File: config.mk
export PLATFORM = sky130hd
export DESIGN_NAME = dmem_port_arbiter
export DESIGN_NICKNAME = d
export VERILOG_FILES = /design/src/rtl/dmem_port_arbiter_pkg.sv /design/src/rtl/dmem_port_arbiter_burst_addr_gen.sv /design/src/rtl/dmem_port_arbiter.sv
export SDC_FILE = /design/constraint.sdc
export NUM_CORES = 1
export LEC_CHECK = 0
export ABC_AREA = 1
export CAP_MARGIN = 30
export CORE_MARGIN = 8
export CORE_UTILIZATION = 37
export DETAILED_ROUTE_END_ITERATION = 16
export GPL_TIMING_DRIVEN = 0
export PLACE_DENSITY = 0.87
export SLEW_MARGIN = 20
export SYNTH_ARGS = -nofsm -noshare
export SYNTH_HDL_FRONTEND = slang
export SYNTH_SLANG_ARGS = --single-unit
File: constraint.sdc
create_clock -name clk -period 4.5 [get_ports clk]
set_clock_uncertainty 0.05 [all_clocks]
set_input_delay 1.35 -clock clk [delete_from_list [all_inputs] [get_ports clk]]
set_output_delay 1.35 -clock clk [all_outputs]
set_load 0.03 [all_outputs]
File: src/rtl/dmem_port_arbiter_pkg.sv
// Shared definitions for the data-RAM port arbiter: widths, FSM encoding,
// requester IDs and the default host starvation limit.
package dmem_port_arbiter_pkg;
    localparam int DMEMADDRW      = 10;
    localparam int DATA_W         = 32;
    localparam int STARVE_MAX_DEF = 8;

    typedef enum logic {
        S_CORE   = 1'b0,
        S_HBURST = 1'b1
    } state_t;

    localparam logic [1:0] REQ_CRD  = 2'd0;
    localparam logic [1:0] REQ_CWR  = 2'd1;
    localparam logic [1:0] REQ_HOST = 2'd2;
endpackage

File: src/rtl/dmem_port_arbiter_burst_addr_gen.sv
// Host burst address generator: latches base and length on beat 0, then
// produces base+index (wrapping at 2^ADDR_W) and flags the final beat.
module dmem_burst_addr_gen
    import dmem_port_arbiter_pkg::*;
#(
    parameter int ADDR_W = DMEMADDRW,
    parameter int LEN_W  = 4
) (
    input  logic              clk,
    input  logic              rst,
    input  logic              start,
    input  logic [ADDR_W-1:0] base,
    input  logic [LEN_W-1:0]  len,
    input  logic              advance,
    output logic [ADDR_W-1:0] beat_addr,
    output logic [LEN_W-1:0]  beat_cnt,
    output logic              last
);
    logic [ADDR_W-1:0] base_q;
    logic [ADDR_W-1:0] idx_q;
    logic [LEN_W-1:0]  cnt_q;

    always_ff @(posedge clk) begin
        if (rst) begin
            base_q <= '0;
            idx_q  <= '0;
            cnt_q  <= '0;
        end else if (start) begin
            // beat 0 is issued directly from the request, so the next beat is index 1
            base_q <= base;
            idx_q  <= ADDR_W'(1);
            cnt_q  <= len;
        end else if (advance) begin
            idx_q <= idx_q + ADDR_W'(1);
            cnt_q <= cnt_q - LEN_W'(1);
        end
    end

    assign beat_addr = base_q + idx_q;
    assign beat_cnt  = cnt_q;
    assign last      = (cnt_q == LEN_W'(1));
endmodule

File: src/rtl/dmem_port_arbiter.sv
// Single-port data RAM arbiter: core read > core write > host, with a
// starvation counter that forces a host slot and burst locking for the host.
module dmem_port_arbiter
    import dmem_port_arbiter_pkg::*;
#(
    parameter int ADDR_W     = DMEMADDRW,
    parameter int DATA_W     = dmem_port_arbiter_pkg::DATA_W,
    parameter int LEN_W      = 4,
    parameter int STARVE_MAX = STARVE_MAX_DEF
) (
    input  logic              clk,
    input  logic              rst,
    input  logic              c_rd_req,
    input  logic [ADDR_W-1:0] c_rd_addr,
    output logic              c_rd_gnt,
    output logic              c_rd_vld,
    output logic [DATA_W-1:0] c_rd_dat,
    input  logic              c_wr_req,
    input  logic [ADDR_W-1:0] c_wr_addr,
    input  logic [DATA_W-1:0] c_wr_dat,
    output logic              c_wr_gnt,
    input  logic              h_req,
    input  logic              h_we,
    input  logic [ADDR_W-1:0] h_addr,
    input  logic [LEN_W-1:0]  h_len,
    input  logic [DATA_W-1:0] h_wdat,
    output logic              h_gnt,
    output logic              h_rvld,
    output logic [DATA_W-1:0] h_rdat,
    output logic              h_done,
    output logic              core_stall,
    output logic              ram_cs_b,
    output logic              ram_we,
    output logic [ADDR_W-1:0] ram_addr,
    output logic [DATA_W-1:0] ram_wdat,
    input  logic [DATA_W-1:0] ram_rdat,
    output logic              dbg_state
);
    localparam int SC_W = $clog2(STARVE_MAX + 1);

    // Handshake: a request is held with stable address/data until its grant;
    // the transfer happens in the grant cycle and read data returns one cycle later.
    state_t            state, next_state;
    logic [SC_W-1:0]   starve_cnt;
    logic              lat_we;
    logic              host_beat0;
    logic              ag_adv;
    logic [ADDR_W-1:0] ag_addr;
    logic [LEN_W-1:0]  beat_cnt;
    logic              ag_last;

    dmem_burst_addr_gen #(.ADDR_W(ADDR_W), .LEN_W(LEN_W)) u_addr_gen (
        .clk       (clk),
        .rst       (rst),
        .start     (host_beat0),
        .base      (h_addr),
        .len       (h_len),
        .advance   (ag_adv),
        .beat_addr (ag_addr),
        .beat_cnt  (beat_cnt),
        .last      (ag_last)
    );

    always_ff @(posedge clk) begin
        if (rst) begin
            state      <= S_CORE;
            starve_cnt <= '0;
            lat_we     <= 1'b0;
            c_rd_vld   <= 1'b0;
            h_rvld     <= 1'b0;
        end else begin
            state    <= next_state;
            c_rd_vld <= c_rd_gnt;
            h_rvld   <= h_gnt & ~ram_we;
            if (host_beat0) begin
                lat_we     <= h_we;
                starve_cnt <= '0;
            end else if (h_req && !h_gnt && starve_cnt != SC_W'(STARVE_MAX)) begin
                starve_cnt <= starve_cnt + SC_W'(1);
            end
        end
    end

    always_comb begin
        next_state = state;
        host_beat0 = 1'b0;
        ag_adv     = 1'b0;
        c_rd_gnt   = 1'b0;
        c_wr_gnt   = 1'b0;
        h_gnt      = 1'b0;
        h_done     = 1'b0;
        core_stall = 1'b0;
        ram_cs_b   = 1'b1;
        ram_we     = 1'b0;
        ram_addr   = '0;
        ram_wdat   = '0;
        if (!rst) begin
            case (state)
                S_CORE: begin
                    if (h_req && starve_cnt == SC_W'(STARVE_MAX)) begin
                        host_beat0 = 1'b1;
                    end else if (c_rd_req) begin
                        c_rd_gnt = 1'b1;
                        ram_cs_b = 1'b0;
                        ram_addr = c_rd_addr;
                    end else if (c_wr_req) begin
                        c_wr_gnt = 1'b1;
                        ram_cs_b = 1'b0;
                        ram_we   = 1'b1;
                        ram_addr = c_wr_addr;
                        ram_wdat = c_wr_dat;
                    end else if (h_req) begin
                        host_beat0 = 1'b1;
                    end
                    if (host_beat0) begin
                        h_gnt    = 1'b1;
                        ram_cs_b = 1'b0;
                        ram_we   = h_we;
                        ram_addr = h_addr;
                        ram_wdat = h_wdat;
                        if (h_len == '0) h_done = 1'b1;
                        else             next_state = S_HBURST;
                    end
                end
                S_HBURST: begin
                    h_gnt    = 1'b1;
                    ag_adv   = 1'b1;
                    ram_cs_b = 1'b0;
                    ram_we   = lat_we;
                    ram_addr = ag_addr;
                    ram_wdat = h_wdat;
                    if (ag_last) begin
                        h_done     = 1'b1;
                        next_state = S_CORE;
                    end
                end
                default: next_state = S_CORE;
            endcase
            core_stall = (c_rd_req & ~c_rd_gnt) | (c_wr_req & ~c_wr_gnt);
        end
    end

    assign c_rd_dat  = ram_rdat;
    assign h_rdat    = ram_rdat;
    assign dbg_state = state;
endmodule

-- After elaboration in Yosys (flattened, before gate mapping)
Index checks and enable logic that the tools add are counted.
- register bits: 32
- output and inout bits: 116
- add/sub/neg operators: 4
- equal/unequal tests: 3
- muxes and demuxes: 59
- bitwise logic cells: 8
- reductions and logical operators: 7
- operators by type and width (operator ; number):
    $mux 32 ; 5
    $pmux 32 s2 ; 1
    $mux 10 ; 5
    $mux 1 ; 40
    $pmux 10 s2 ; 1
    $add 10x1->10 const B ; 1
    $add 10x10->10 ; 1
    $pmux 1 s2 ; 5
    $mux 4 ; 2
    $add 4x1->4 const B ; 1
    $eq 4x1->1 const B ; 1
    $eq 4x4->1 const B ; 1
    $logic_not 4->1 ; 1
    $ne 4x4->1 const B ; 1
    $not 1->1 ; 4
    $sub 4x1->4 const B ; 1
    $and 1x1->1 ; 3
    $logic_and 1x1->1 ; 3
    $reduce_bool 2->1 ; 1
    $reduce_or 2->1 ; 1
    $logic_not 1->1 ; 1
    $or 1x1->1 ; 1

-- Longest topological paths before layout
- depth in word-level cells: 12
- mapped depth: 12
- mapped depth without buffers: 12

-- Hierarchy
A second synthesis with hierarchy kept.
- cell total of the unflattened synthesis: 560
- area total of the unflattened synthesis: 3383.2 um^2
- by module, submodules not included (module ; instances ; cells an instance ; area an instance (um^2) ; sequential area each (um^2)):
    dmem_port_arbiter ; 1 ; 338 ; 1860.5 ; 160.2
    dmem_burst_addr_gen ; 1 ; 222 ; 1522.7 ; 480.5

-- Least setup slack after synthesis
No wires, ideal clock.
- kind: input-to-output
- start: input port c_rd_req
- end: output port ram_cs_b
- arrival: 2671 ps
- data required time: 3100 ps
- setup slack: 429 ps
- cell stages on the path: 2
- path through: clkbuf_1 > o41ai_1
- cells in the longest elaborated chain, start to end: 7
- ends and longest elaborated chain (item ; line ; source):
    start, declared ; dmem_port_arbiter.sv:13 ; input logic c_rd_req,
    $mux 1 ; dmem_port_arbiter.sv:102 ; end else if (c_rd_req) begin
    $mux 1 ; dmem_port_arbiter.sv:100 ; if (h_req && starve_cnt == SC_W'(STARVE_MAX)) begin
    $mux 1 ; dmem_port_arbiter.sv:98 ; case (state)
    $mux 1 ; dmem_port_arbiter.sv:97 ; if (!rst) begin
    $mux 1 (*) ; dmem_port_arbiter.sv:115 ; if (host_beat0) begin
    $pmux 1 s2 (*) ; dmem_port_arbiter.sv:98 ;
    $mux 1 (*) ; dmem_port_arbiter.sv:97 ;
    end, declared ; dmem_port_arbiter.sv:32 ; output logic ram_cs_b,
Every way passes the cells marked *; elsewhere a longest branch is shown, timed or not. The select of a mux whose other input is x is not followed.

-- Worst setup path in the final report
- start: input port h_req
- end: output port ram_wdat[23]
- cells in the longest elaborated chain, start to end: 9
- ends and longest elaborated chain (item ; line ; source):
    start, declared ; dmem_port_arbiter.sv:22 ; input logic h_req,
    $mux 1 ; dmem_port_arbiter.sv:112 ; end else if (h_req) begin
    $mux 1 ; dmem_port_arbiter.sv:106 ; end else if (c_wr_req) begin
    $mux 1 ; dmem_port_arbiter.sv:102 ;
    $mux 1 ; dmem_port_arbiter.sv:100 ;
    $mux 1 ; dmem_port_arbiter.sv:98 ;
    $mux 1 ; dmem_port_arbiter.sv:97 ;
    $mux 32 (*) ; dmem_port_arbiter.sv:115 ;
    $pmux 32 s2 (*) ; dmem_port_arbiter.sv:98 ;
    $mux 32 (*) ; dmem_port_arbiter.sv:97 ;
    end, declared ; dmem_port_arbiter.sv:35 ; output logic [DATA_W-1:0] ram_wdat,
Marks and branches as above.

==> results.md <==
- After detailed routing, the number of remaining DRC violations is 0.
- The number of H-tree levels is 2.
- The required time of the worst setup path is 3.10 ns.
- The share of async-settable or async-resettable flops after synthesis is 0%.
- After detailed routing, the number of vias per cell comes to 4.943.
- The worst hold slack is 0.4208 ns.
- The first global-routing pass estimated 23,360 um of wire.
- The total global-route track usage is 23.05%.
- Entering global routing, the biggest net connects 11 pins.
- Yosys mapped a number of flops with a built-in enable equal to 0.
- Synthesis produced a netlist with a net count of 693.
- The number of violations reported at the end of detailed-routing iteration 0 is 367.
- The initial antenna violation count is 0.
- The routed wire length per instance is 16.93 um.
- The post-synthesis cell type count is 36.
- The total area inside the core boundary comes to 0.008721 sq mm.
- The largest total area in the synthesized netlist belongs to dfxtp_1.
- Averaged over all synthesized cells, the footprint is 6.115 sq um.
- The leakage power figure is 2.798 nW.
- The clock tree from TritonCTS is yes.
- The delay of the slowest cell on the worst path is 0.39 ns.
- The antenna diode count is 0.
- The number of placed instances, taps included, is 869.
- The filler cells instantiated in the layout total 750.
- Setup violations remaining at the end of the flow were counted as 0.
- STA classifies the critical path endpoint as a primary output.
- The period utilization is 97.25%.
- The wire length reported by the detailed router is 14,880 um.
- The total CTS buffers is 5.
- In this run the tool buffered the top-level ports with 219 buffer cells.
- After the last flow step, the layout net total stands at 922.
- Power spread over the standard cell area amounts to 189.3 mW/mm^2.
- In this run the biggest area consumer among cell types represents 19.33% of the synthesized area.
- The number of global-route vias before repair is 4,408.
- The final cell count without fillers is 879.
- The initial cell density of the core is 38.01%.
- Summed over all failing endpoints, the final setup total negative slack is 0 ns.
- STA puts the critical path data arrival time at 2.98 ns.
- Among all cell types in the netlist, the one instantiated most often is nand2_1.
- The final estimated routing congestion in global placement is 0.8701.
- The total count of max-transition violations in the final report came to 0.
- The max-cap violation count is 0.
- Headroom to the max-slew limit came out at 65.13%.
- Detailed placement ended at an HPWL of 12,300 um.
- The end of the worst register-to-register path is u_addr_gen.base_q[6].
- The start of the worst register-to-register path is starve_cnt[0].
- The total overflow reported by the global router is 0.
- The critical path is of the primary input to primary output type.
- By area the synthesized netlist is led by dfxtp_1, nand2_1, buf_4.
- Clock tree synthesis found a total of 32 sinks.
- Counting both buffers and inverters, the worst setup path holds a total of 4.
- The number of warning messages in the yosys log is 0.
- The shortest period the worst path allows is 4.376 ns.
- After synthesis the cells add up to 0.003314 sq mm.
- The count of hold-fix buffers inserted at cts is 0.
- The relative area change from synthesis to final layout is 71.69%.
- Counting along the longest clock path gives a buffer depth of 2.
- The depth of the worst register-to-register path is 10.
- In the final layout, the share of cells above drive strength 1 is 19.58%.
- In this run the number of cells on the critical path is 9.
- In the synthesized netlist, the number of instances is 542.
- The signal on the critical path passes through dlygate4sd2_1, nand4_4, nand3_4, nand2_2, inv_2, buf_4, nand2_1, nand2_1, clkdlybuf4s18_2.
- The worst setup slack for register-to-register paths is 2.70 ns.
- The clock latency reported for the late side of the worst-skew pair is 0.29 ns.
- The vias after detailed routing is 4,345.
- After clock tree synthesis, the clock-pin slew on the worst setup and hold paths is 0.06 ns.
- The worst hold path belongs to the class flip-flop to flip-flop.
- The buffer type at the clock tree root is clkbuf_8.
- The flow ran to the end, and the final reports show no timing, DRC or antenna violations.
- The synthesized design contains 32 register bits.
- The post-route antenna net violation count is 0.
- The number of hold-slack violations in the final timing report is 0.
- The maximum fanout encountered on the critical timing path is 10.
- The y dimension of the die is 110.6 um.
- The most critical setup path has its startpoint at h_req.
- Setup repair after global routing left no endpoint under its margin.
- The number of rows in the core area is 34.
- The count of TritonRoute iterations in the first routing pass is 4.
- The overall die width is 110.6 um.
- Measured on the finished design, the core utilization comes to 65.25%.
- For this run, the top clock speed supported by timing is 228.5 MHz.
- The slowest stage of the critical path is the dlygate4sd2_1 cell.
- The kind of cell adding the most delay to the critical path is buffers and inverters.
- Among the stages of the critical path, the cell type that occurs most often is nand2_1.
- The last element of the critical path is ram_wdat[23].
- For the pin with the worst max-slew slack, the measured transition is 0.5231 ns.
- The floorplan step defined a die boundary enclosing 0.01224 sq mm.
- The share of the yosys chip area belonging to registers is 19.33%.
- The most common flop cell mapped by yosys is dfxtp_1.
- The type of origin of the critical path is a primary input.
- The peak ir drop on the vdd network is 137.3 uV.
- By count the netlist is led by nand2_1, buf_4, inv_1.
- The number of placed I/O pins is 252.
[cell families after synthesis]
logic type / after synthesis / share of synthesized area [%]
AO/OA/AOI/OAI: 69 / 12.04
XOR/XNOR: 6 / 1.585
adder cells (fa/ha/maj): 15 / 5.889
buffers and inverters: 142 / 24.24
flip-flops: 32 / 19.33
AND/OR/NAND/NOR: 278 / 36.92
[repair_timing]
item                                    CTS  global route
endpoints found under the setup margin   49            45
hold endpoints to repair                  0             0
resized for setup                       214            30
setup buffers                             3             0
pin swaps                                 1             1
[how the worst min path moves through the flow]
| stage | slack [ns] | start | cells past startpoint | to |
|---|---|---|---|---|
| 3_5_place_dp | 0.40 | u_addr_gen.base_q[8] | 2 | u_addr_gen.base_q[8] |
| 6_report | 0.42 | u_addr_gen.beat_cnt[1] | 2 | u_addr_gen.beat_cnt[1] |
| 2_1_floorplan | 0.38 | u_addr_gen.base_q[0] | 2 | u_addr_gen.base_q[0] |
| 4_1_cts | 0.42 | u_addr_gen.base_q[8] | 2 | u_addr_gen.base_q[8] |
| 5_1_grt | 0.45 | u_addr_gen.beat_cnt[1] | 2 | u_addr_gen.beat_cnt[1] |
| 3_3_place_gp | 0.40 | u_addr_gen.base_q[0] | 2 | u_addr_gen.base_q[0] |
[registers in the layout, indices dropped and copies added, names as in the netlist]
signal / flops
lat_we: 1
starve_cnt: 4
dbg_state: 1
u_addr_gen.base_q: 10
u_addr_gen.beat_cnt: 4
h_rvld: 1
u_addr_gen.idx_q: 10
c_rd_vld: 1
[tightest hold or removal path, delay by kind of cell, from the launching register on]
family,cells,cell delay [ns]
AO/OA/AOI/OAI,1,0.05
AND/OR/NAND/NOR,1,0.06
flip-flops,1,0.31
[placed cells by master, fill, tap and decap left out, types with 14 or more instances in the layout]
| cell | n |
|---|---|
| buf_4 | 75 |
| nand2_1 | 160 |
| inv_1 | 50 |
| dfxtp_1 | 32 |
| nor2_1 | 44 |
| clkdlybuf4s50_1 | 167 |
| a21oi_1 | 30 |
| nand4_1 | 36 |
| nand3_1 | 22 |
| o21ai_0 | 15 |
| ha_1 | 14 |
| buf_2 | 33 |
[final cells by class]
cell class	count	area, sq um	area share (%)
timing repair buffer	222	2059	36.19
multi-input combinational	368	1908	33.53
buffer	87	644.4	11.32
sequential	32	640.6	11.26
inverter	55	206.4	3.628
tap	108	135.1	2.375
clock buffer	7	96.34	1.693
[through the flow]
stage / total power, mW / setup WS, ns / area, sq um
after floorplan: 0.5913 / 0.4285 / 3314
after global routing: 1.123 / 0.04015 / 5690
after global placement: 0.8331 / -0.8042 / 5642
after CTS: 1.074 / -0.05979 / 5680
after detailed placement: 0.8414 / -0.8323 / 5642
final: 1.077 / 0.1237 / 5690
[routing by layer]
| layer | part of all wire (%) | up-vias | track usage, % |
|---|---|---|---|
| li1 | - | 2155 | - |
| met1 | 41 | 1991 | 26.99 |
| met2 | 50 | 183 | 40.62 |
| met3 | 7.5 | 16 | 6.169 |
| met4 | 1.3 | 0 | 5.225 |
| met5 | 0 | - | 0 |
[power breakdown]
part / internal (mW) / switching [mW] / total (mW) / leakage [nW]
clock: 0.136 / 0.115 / 0.251 / 0.0503
sequential: 0.297 / 0.0104 / 0.307 / 0.261
combinational: 0.245 / 0.274 / 0.519 / 2.49
total: 0.678 / 0.399 / 1.08 / 2.80
No activity file was read; power rests on OpenSTA's default activity.
